$ cat src/rtl/rv32_pkg.sv
// Shared RV32 types and constants for the writeback/register-file path.
package rv32_pkg;

  localparam int XLEN  = 32;
  localparam int NREGS = 32;

  typedef logic [4:0]      reg_idx_t;
  typedef logic [XLEN-1:0] xlen_t;

  // Requester slots on the writeback arbiter
  localparam int WB_ALU = 0;
  localparam int WB_LSU = 1;
  localparam int WB_MDU = 2;

  // One-hot mask selecting a single architectural register
  function automatic logic [NREGS-1:0] reg_bit(input reg_idx_t idx);
    logic [NREGS-1:0] m;
    m      = {NREGS{1'b0}};
    m[idx] = 1'b1;
    return m;
  endfunction

endpackage

$ cat src/rtl/rr_arbiter.sv
// Round-robin arbiter: the search starts at a rotating pointer and wraps.
// The pointer moves to one past the winner on every grant and holds otherwise.
module rr_arbiter #(
  parameter int NREQ = 3
) (
  input  logic            clk,
  input  logic            rst_n,
  input  logic [NREQ-1:0] req_i,
  output logic [NREQ-1:0] gnt_o
);

  localparam int PW = (NREQ > 1) ? $clog2(NREQ) : 1;

  logic [PW-1:0]   ptr_q;
  logic [PW-1:0]   ptr_d;
  logic [NREQ-1:0] gnt_s;
  int              best_s;
  int              dist_s;
  int              win_s;

  // Pick the valid requester closest to the pointer (distance measured modulo NREQ)
  always_comb begin
    gnt_s  = {NREQ{1'b0}};
    ptr_d  = ptr_q;
    best_s = NREQ;
    dist_s = 0;
    win_s  = 0;
    for (int i = 0; i < NREQ; i++) begin
      if (req_i[i]) begin
        if (i >= int'(ptr_q)) begin
          dist_s = i - int'(ptr_q);
        end else begin
          dist_s = i + NREQ - int'(ptr_q);
        end
        if (dist_s < best_s) begin
          best_s = dist_s;
          win_s  = i;
        end else begin
          best_s = best_s;
        end
      end else begin
        dist_s = dist_s;
      end
    end
    // No grant while reset is asserted; otherwise grant the winner and rotate
    if (!rst_n) begin
      gnt_s = {NREQ{1'b0}};
      ptr_d = ptr_q;
    end else if (best_s < NREQ) begin
      for (int i = 0; i < NREQ; i++) begin
        gnt_s[i] = (i == win_s);
      end
      if (win_s + 1 >= NREQ) begin
        ptr_d = {PW{1'b0}};
      end else begin
        ptr_d = PW'(win_s + 1);
      end
    end else begin
      gnt_s = {NREQ{1'b0}};
      ptr_d = ptr_q;
    end
  end

  // Rotating priority pointer
  always_ff @(posedge clk) begin
    if (!rst_n) begin
      ptr_q <= {PW{1'b0}};
    end else begin
      ptr_q <= ptr_d;
    end
  end

  assign gnt_o = gnt_s;

endmodule

$ cat src/rtl/rf_wb_arbiter.sv
// Writeback arbiter for the single register-file write port.
// Holds the registered output stage, the pending-write scoreboard and the
// issue-stage hazard check (RAW on rs1/rs2, WAW on rd). No forwarding path:
// a pending bit clears on the same edge that rf commits the data.
module rf_wb_arbiter
  import rv32_pkg::*;
#(
  parameter int NREQ = 3,
  parameter int XLEN = 32
) (
  input  logic                      clk,
  input  logic                      rst_n,
  input  logic [NREQ-1:0]           wb_valid,
  input  logic [NREQ-1:0][4:0]      wb_rd,
  input  logic [NREQ-1:0][XLEN-1:0] wb_data,
  output logic [NREQ-1:0]           wb_ready,
  output logic                      rf_wr,
  output logic [4:0]                rf_rd,
  output logic [XLEN-1:0]           rf_wrdata,
  input  logic                      iss_valid,
  input  logic [4:0]                iss_rs1,
  input  logic [4:0]                iss_rs2,
  input  logic [4:0]                iss_rd,
  input  logic                      iss_alloc,
  output logic                      iss_stall,
  output logic [31:0]               pending
);

  logic [NREQ-1:0]  gnt_s;
  logic             any_gnt_s;
  reg_idx_t         sel_rd_s;
  logic [XLEN-1:0]  sel_data_s;

  logic             rf_wr_q;
  reg_idx_t         rf_rd_q;
  logic [XLEN-1:0]  rf_wrdata_q;

  logic [NREGS-1:0] pending_q;
  logic [NREGS-1:0] pending_d;
  logic             iss_stall_s;
  logic             set_s;

  rr_arbiter #(
    .NREQ (NREQ)
  ) u_rr (
    .clk   (clk),
    .rst_n (rst_n),
    .req_i (wb_valid),
    .gnt_o (gnt_s)
  );

  assign wb_ready = gnt_s;

  // Route the granted requester's rd/data toward the output stage
  always_comb begin
    sel_rd_s   = 5'd0;
    sel_data_s = {XLEN{1'b0}};
    any_gnt_s  = |gnt_s;
    for (int i = 0; i < NREQ; i++) begin
      if (gnt_s[i]) begin
        sel_rd_s   = wb_rd[i];
        sel_data_s = wb_data[i];
      end else begin
        sel_rd_s   = sel_rd_s;
      end
    end
  end

  // Output stage: one write per granted cycle; x0 writes are suppressed since rf does not hard-wire x0
  always_ff @(posedge clk) begin
    if (!rst_n) begin
      rf_wr_q     <= 1'b0;
      rf_rd_q     <= 5'd0;
      rf_wrdata_q <= {XLEN{1'b0}};
    end else if (any_gnt_s) begin
      rf_wr_q     <= (sel_rd_s != 5'd0);
      rf_rd_q     <= sel_rd_s;
      rf_wrdata_q <= sel_data_s;
    end else begin
      rf_wr_q     <= 1'b0;
    end
  end

  assign rf_wr     = rf_wr_q;
  assign rf_rd     = rf_rd_q;
  assign rf_wrdata = rf_wrdata_q;

  // Hazard check against in-flight writes; silent during reset
  always_comb begin
    if (rst_n && iss_valid) begin
      iss_stall_s = pending_q[iss_rs1] | pending_q[iss_rs2] |
                    (iss_alloc & pending_q[iss_rd]);
    end else begin
      iss_stall_s = 1'b0;
    end
  end

  assign iss_stall = iss_stall_s;
  assign set_s     = iss_valid & iss_alloc & ~iss_stall_s & (iss_rd != 5'd0);

  // Scoreboard next state: clear on commit, then set on issue so a younger writer wins
  always_comb begin
    pending_d = pending_q;
    if (rf_wr_q) begin
      pending_d = pending_d & ~reg_bit(rf_rd_q);
    end else begin
      pending_d = pending_d;
    end
    if (set_s) begin
      pending_d = pending_d | reg_bit(iss_rd);
    end else begin
      pending_d = pending_d;
    end
    pending_d[0] = 1'b0;
  end

  // Scoreboard register
  always_ff @(posedge clk) begin
    if (!rst_n) begin
      pending_q <= {NREGS{1'b0}};
    end else begin
      pending_q <= pending_d;
    end
  end

  assign pending = pending_q;

endmodule
$ cat config.mk
export PLATFORM = sky130hd
export DESIGN_NAME = rf_wb_arbiter
export DESIGN_NICKNAME = d
export VERILOG_FILES = /design/src/rtl/rv32_pkg.sv /design/src/rtl/rr_arbiter.sv /design/src/rtl/rf_wb_arbiter.sv
export SDC_FILE = /design/constraint.sdc
export NUM_CORES = 1
export LEC_CHECK = 0
export CAP_MARGIN = 30
export CORE_ASPECT_RATIO = 0.8
export CORE_MARGIN = 2
export CORE_UTILIZATION = 44
export CTS_CLUSTER_DIAMETER = 120
export DETAILED_ROUTE_END_ITERATION = 6
export HOLD_SLACK_MARGIN = 0.02
export PLACE_DENSITY = 0.87
export SKIP_CTS_REPAIR_TIMING = 1
export SYNTH_ARGS = -nofsm -noshare
export SYNTH_HDL_FRONTEND = slang
export SYNTH_SLANG_ARGS = --single-unit
$ cat constraint.sdc
create_clock -name clk -period 5.5 [get_ports clk]
set_clock_uncertainty 0.1 [all_clocks]
set_input_delay 0.825 -clock clk [delete_from_list [all_inputs] [get_ports clk]]
set_output_delay 0.825 -clock clk [all_outputs]
set_load 0.02 [all_outputs]
==> qor.csv, run 1 <==
metric,value,unit
outcome,completed,
antenna violations before repair,0,
Die Height,101,µm
reg2reg path depth,17,
n_diodes,0,
Post-Synthesis Cells,561,
Root Buffer,clkbuf_16,
Filler Cell Count,855,
Starting Density,0.449,
first element of the critical path,wb_valid[0],
"commonest non-fill, non-tap cell in the layout",clkdlybuf4s50_1,
dpl ws,-0.0455,ns
Detail Route Antenna Nets,0,
Logic pwr share,0.535,
placed cells,871,
routed len/inst,20.9,µm
standard-cell rows,35,
DRT Wirelength,18500,µm
Hold WS,0.360,ns
Slew Limit Headroom,0.359,
power per cell area,378,mW/mm²
Sw Ratio,0.406,
Setup crit end kind,output pin,
number of vias in the routed layout,5466,
Worst Tran Pin Value,0.960,ns
WP data required,4.58,ns
R2R Setup Slk,1.35,ns
grt total ovfl,0,
setup total negative slack,0,ns
crit path DAT,4.25,ns
sequential area share after synthesis,0.276,
layout cells sized above 1,0.138,
clk_lat worst skew,0.33,ns
"EDFF count, synth",0,
"Setup violations, final",0,
VDD IR-drop max,235,µV
TritonCTS Sinks,71,
post-route insts no fill,886,
CTS Buf Count,9,
CTS max path bufs,2,
reg2reg end,rf_wrdata[9],
leakage power,2.66,nW
DP HPWL,13900,µm
min-delay worst type,reg -> reg,
largest net degree at the start of global routing,59,
Synth Warn #,0,
final core occ,0.657,
Pint,1.69,mW
CP Max Fanout,38,
"Hold Violations, Final",0,
Tmin final,5.18,ns
Max H-tree Level,3,
ys flop type,dfxtp_1,
Avg Inst Size Synth,9.17,µm²
via-per-instance ratio,6.17,
setup ws final,0.322,ns
CTS tree,done,
GRT Total Usage,0.284,
max-cap viol count,0,
clock share of power,0.200,
critical path launch point type,primary input,
Synth cell types,57,
Setup CP Type,in -> out,
CTS clock-pin slew for the worst setup and hold paths,0.06,ns
DRT Pass-1 Iters,5,
Worst setup endpoint,wb_ready[0],
Die Width,125,µm
IO Port Bufs,205,
Core Area,0.0115,mm²
I/O pin count,207,
first-pass GRT wire length,28400,µm
vias in the first global route,5275,
Layout area overhead,46.4,%
drt first-iter violations,564,
mapped cell area,0.00515,mm²
Reg power frac,0.265,
share of synthesized registers carrying an async set or reset,0,
dpl cell area,0.00722,mm²
unrepaired setup endpoints after global routing,false,
area of the die,0.0126,mm²
fmax,193,MHz
GP Congestion,1.02,
most frequent cells in the layout,"clkdlybuf4s50_1 (201), dfxtp_1 (71), nand2_1 (58)",
Final Power,2.85,mW
reg2reg start,u_rr.ptr_q[1],
Max Slew Vio Count,0,
part of the cycle the worst path needs,0.941,
DRC,0,
cell area after layout,0.00753,mm²
Final #Nets,878,
synthesized flop and latch total,71,
Sw Pwr,1.16,mW
==> cells by family after synthesis <==
group | share of synthesized area
other | 0.00146
buffers and inverters | 0.0559
adders and majority gates | 0.0267
muxes | 0.261
DFF | 0.276
AOI/OAI and AO/OA | 0.204
and+or+nand+nor | 0.175
==> flip-flops by register name, summed over array words and instances (netlist names) <==
name	count
u_rr.ptr_q	2
rf_rd	5
rf_wr	1
pending	31
rf_wrdata	32
==> per-layer routing <==
metal / GRT usage / vias up / wire length, µm
li1: - / 2503 / -
met1: 0.352 / 2640 / 7400
met2: 0.488 / 273 / 9090
met3: 0.0711 / 50 / 1470
met4: 0.0991 / 0 / 557
met5: 0 / - / 0
==> how the worst min path moves through the flow <==
stage | endpoint | from | cells past startpoint | slack [ns]
2_1_floorplan | u_rr.ptr_q[0] | u_rr.ptr_q[0] | 2 | 0.39
3_3_place_gp | rf_wrdata[24] | rf_wrdata[24] | 2 | 0.35
3_5_place_dp | rf_wrdata[25] | rf_wrdata[25] | 2 | 0.36
4_1_cts | rf_wrdata[25] | rf_wrdata[25] | 2 | 0.36
5_1_grt | rf_wrdata[31] | rf_wrdata[31] | 2 | 0.39
6_report | rf_wrdata[25] | rf_wrdata[25] | 2 | 0.36
==> power groups by stage <==
| stage | clock, mW | combinational [mW] | sequential, mW |
|---|---|---|---|
| final | 0.570 | 1.52 | 0.755 |
| after global routing | 0.595 | 1.61 | 0.770 |
| after CTS | 0.573 | 1.50 | 0.753 |
| after detailed placement | 0 | 1.49 | 0.759 |
| after global placement | 0 | 1.45 | 0.752 |
| after floorplan | 0 | 0.823 | 0.869 |
==> Yosys cell counts, types with 3 or more instances <==
library cell,count,area (µm²)
mux2i_1,52,521
mux4_2,13,293
buf_6,5,56.3
o221ai_1,37,324
dfxtp_1,71,1420
nand2_1,58,218
mux2_2,47,529
nand3_1,6,30.0
nor4_1,3,18.8
ha_1,11,138
or3_1,39,244
nand2b_1,10,62.6
nor2_1,16,60.1
and3_1,3,18.8
a22oi_1,3,22.5
nor2b_1,6,37.5
o21ai_1,32,160
nor3_1,4,20.0
clkbuf_1,41,154
or3b_2,3,26.3
inv_1,8,30.0
o211ai_1,33,248
buf_2,7,35.0
nand3b_1,7,52.6
a21oi_1,4,20.0
o32ai_1,4,35.0
==> area by class of cell <==
| type | instances | area [µm²] | area share |
|---|---|---|---|
| clock buffer | 10 | 229 | 0.0304 |
| tap | 148 | 185 | 0.0246 |
| multi-input combinational | 428 | 3460 | 0.460 |
| clock inverter | 5 | 60.1 | 0.00797 |
| inverter | 8 | 30.0 | 0.00399 |
| timing repair buffer | 216 | 2140 | 0.285 |
| sequential | 71 | 1420 | 0.189 |
==> critical path, stage by stage <==
cell             delay [ns]
clkdlybuf4s50_1        0.44
nor2b_1                0.16
ha_1                   0.20
a21oi_1                0.20
nand2_1                0.17
o21ai_4                0.20
nor2_1                 0.06
a21oi_1                0.12
ha_1                   0.18
a2111oi_2              0.07
a21oi_2                0.18
buf_8                  0.23
nand2b_1               0.16
o21ba_2                0.17
buf_4                  0.16
or3_1                  0.33
nor2_1                 0.12
dlymetal6s2s_1         0.26
No activity file was read; power rests on OpenSTA's default activity.
==> run 2: changes to the inputs <==
SETUP_SLACK_MARGIN = 0.1   (was not set)
==> results of run 2 <==
Same layout as run 1: the final DEF is identical, and so are final timing and power.
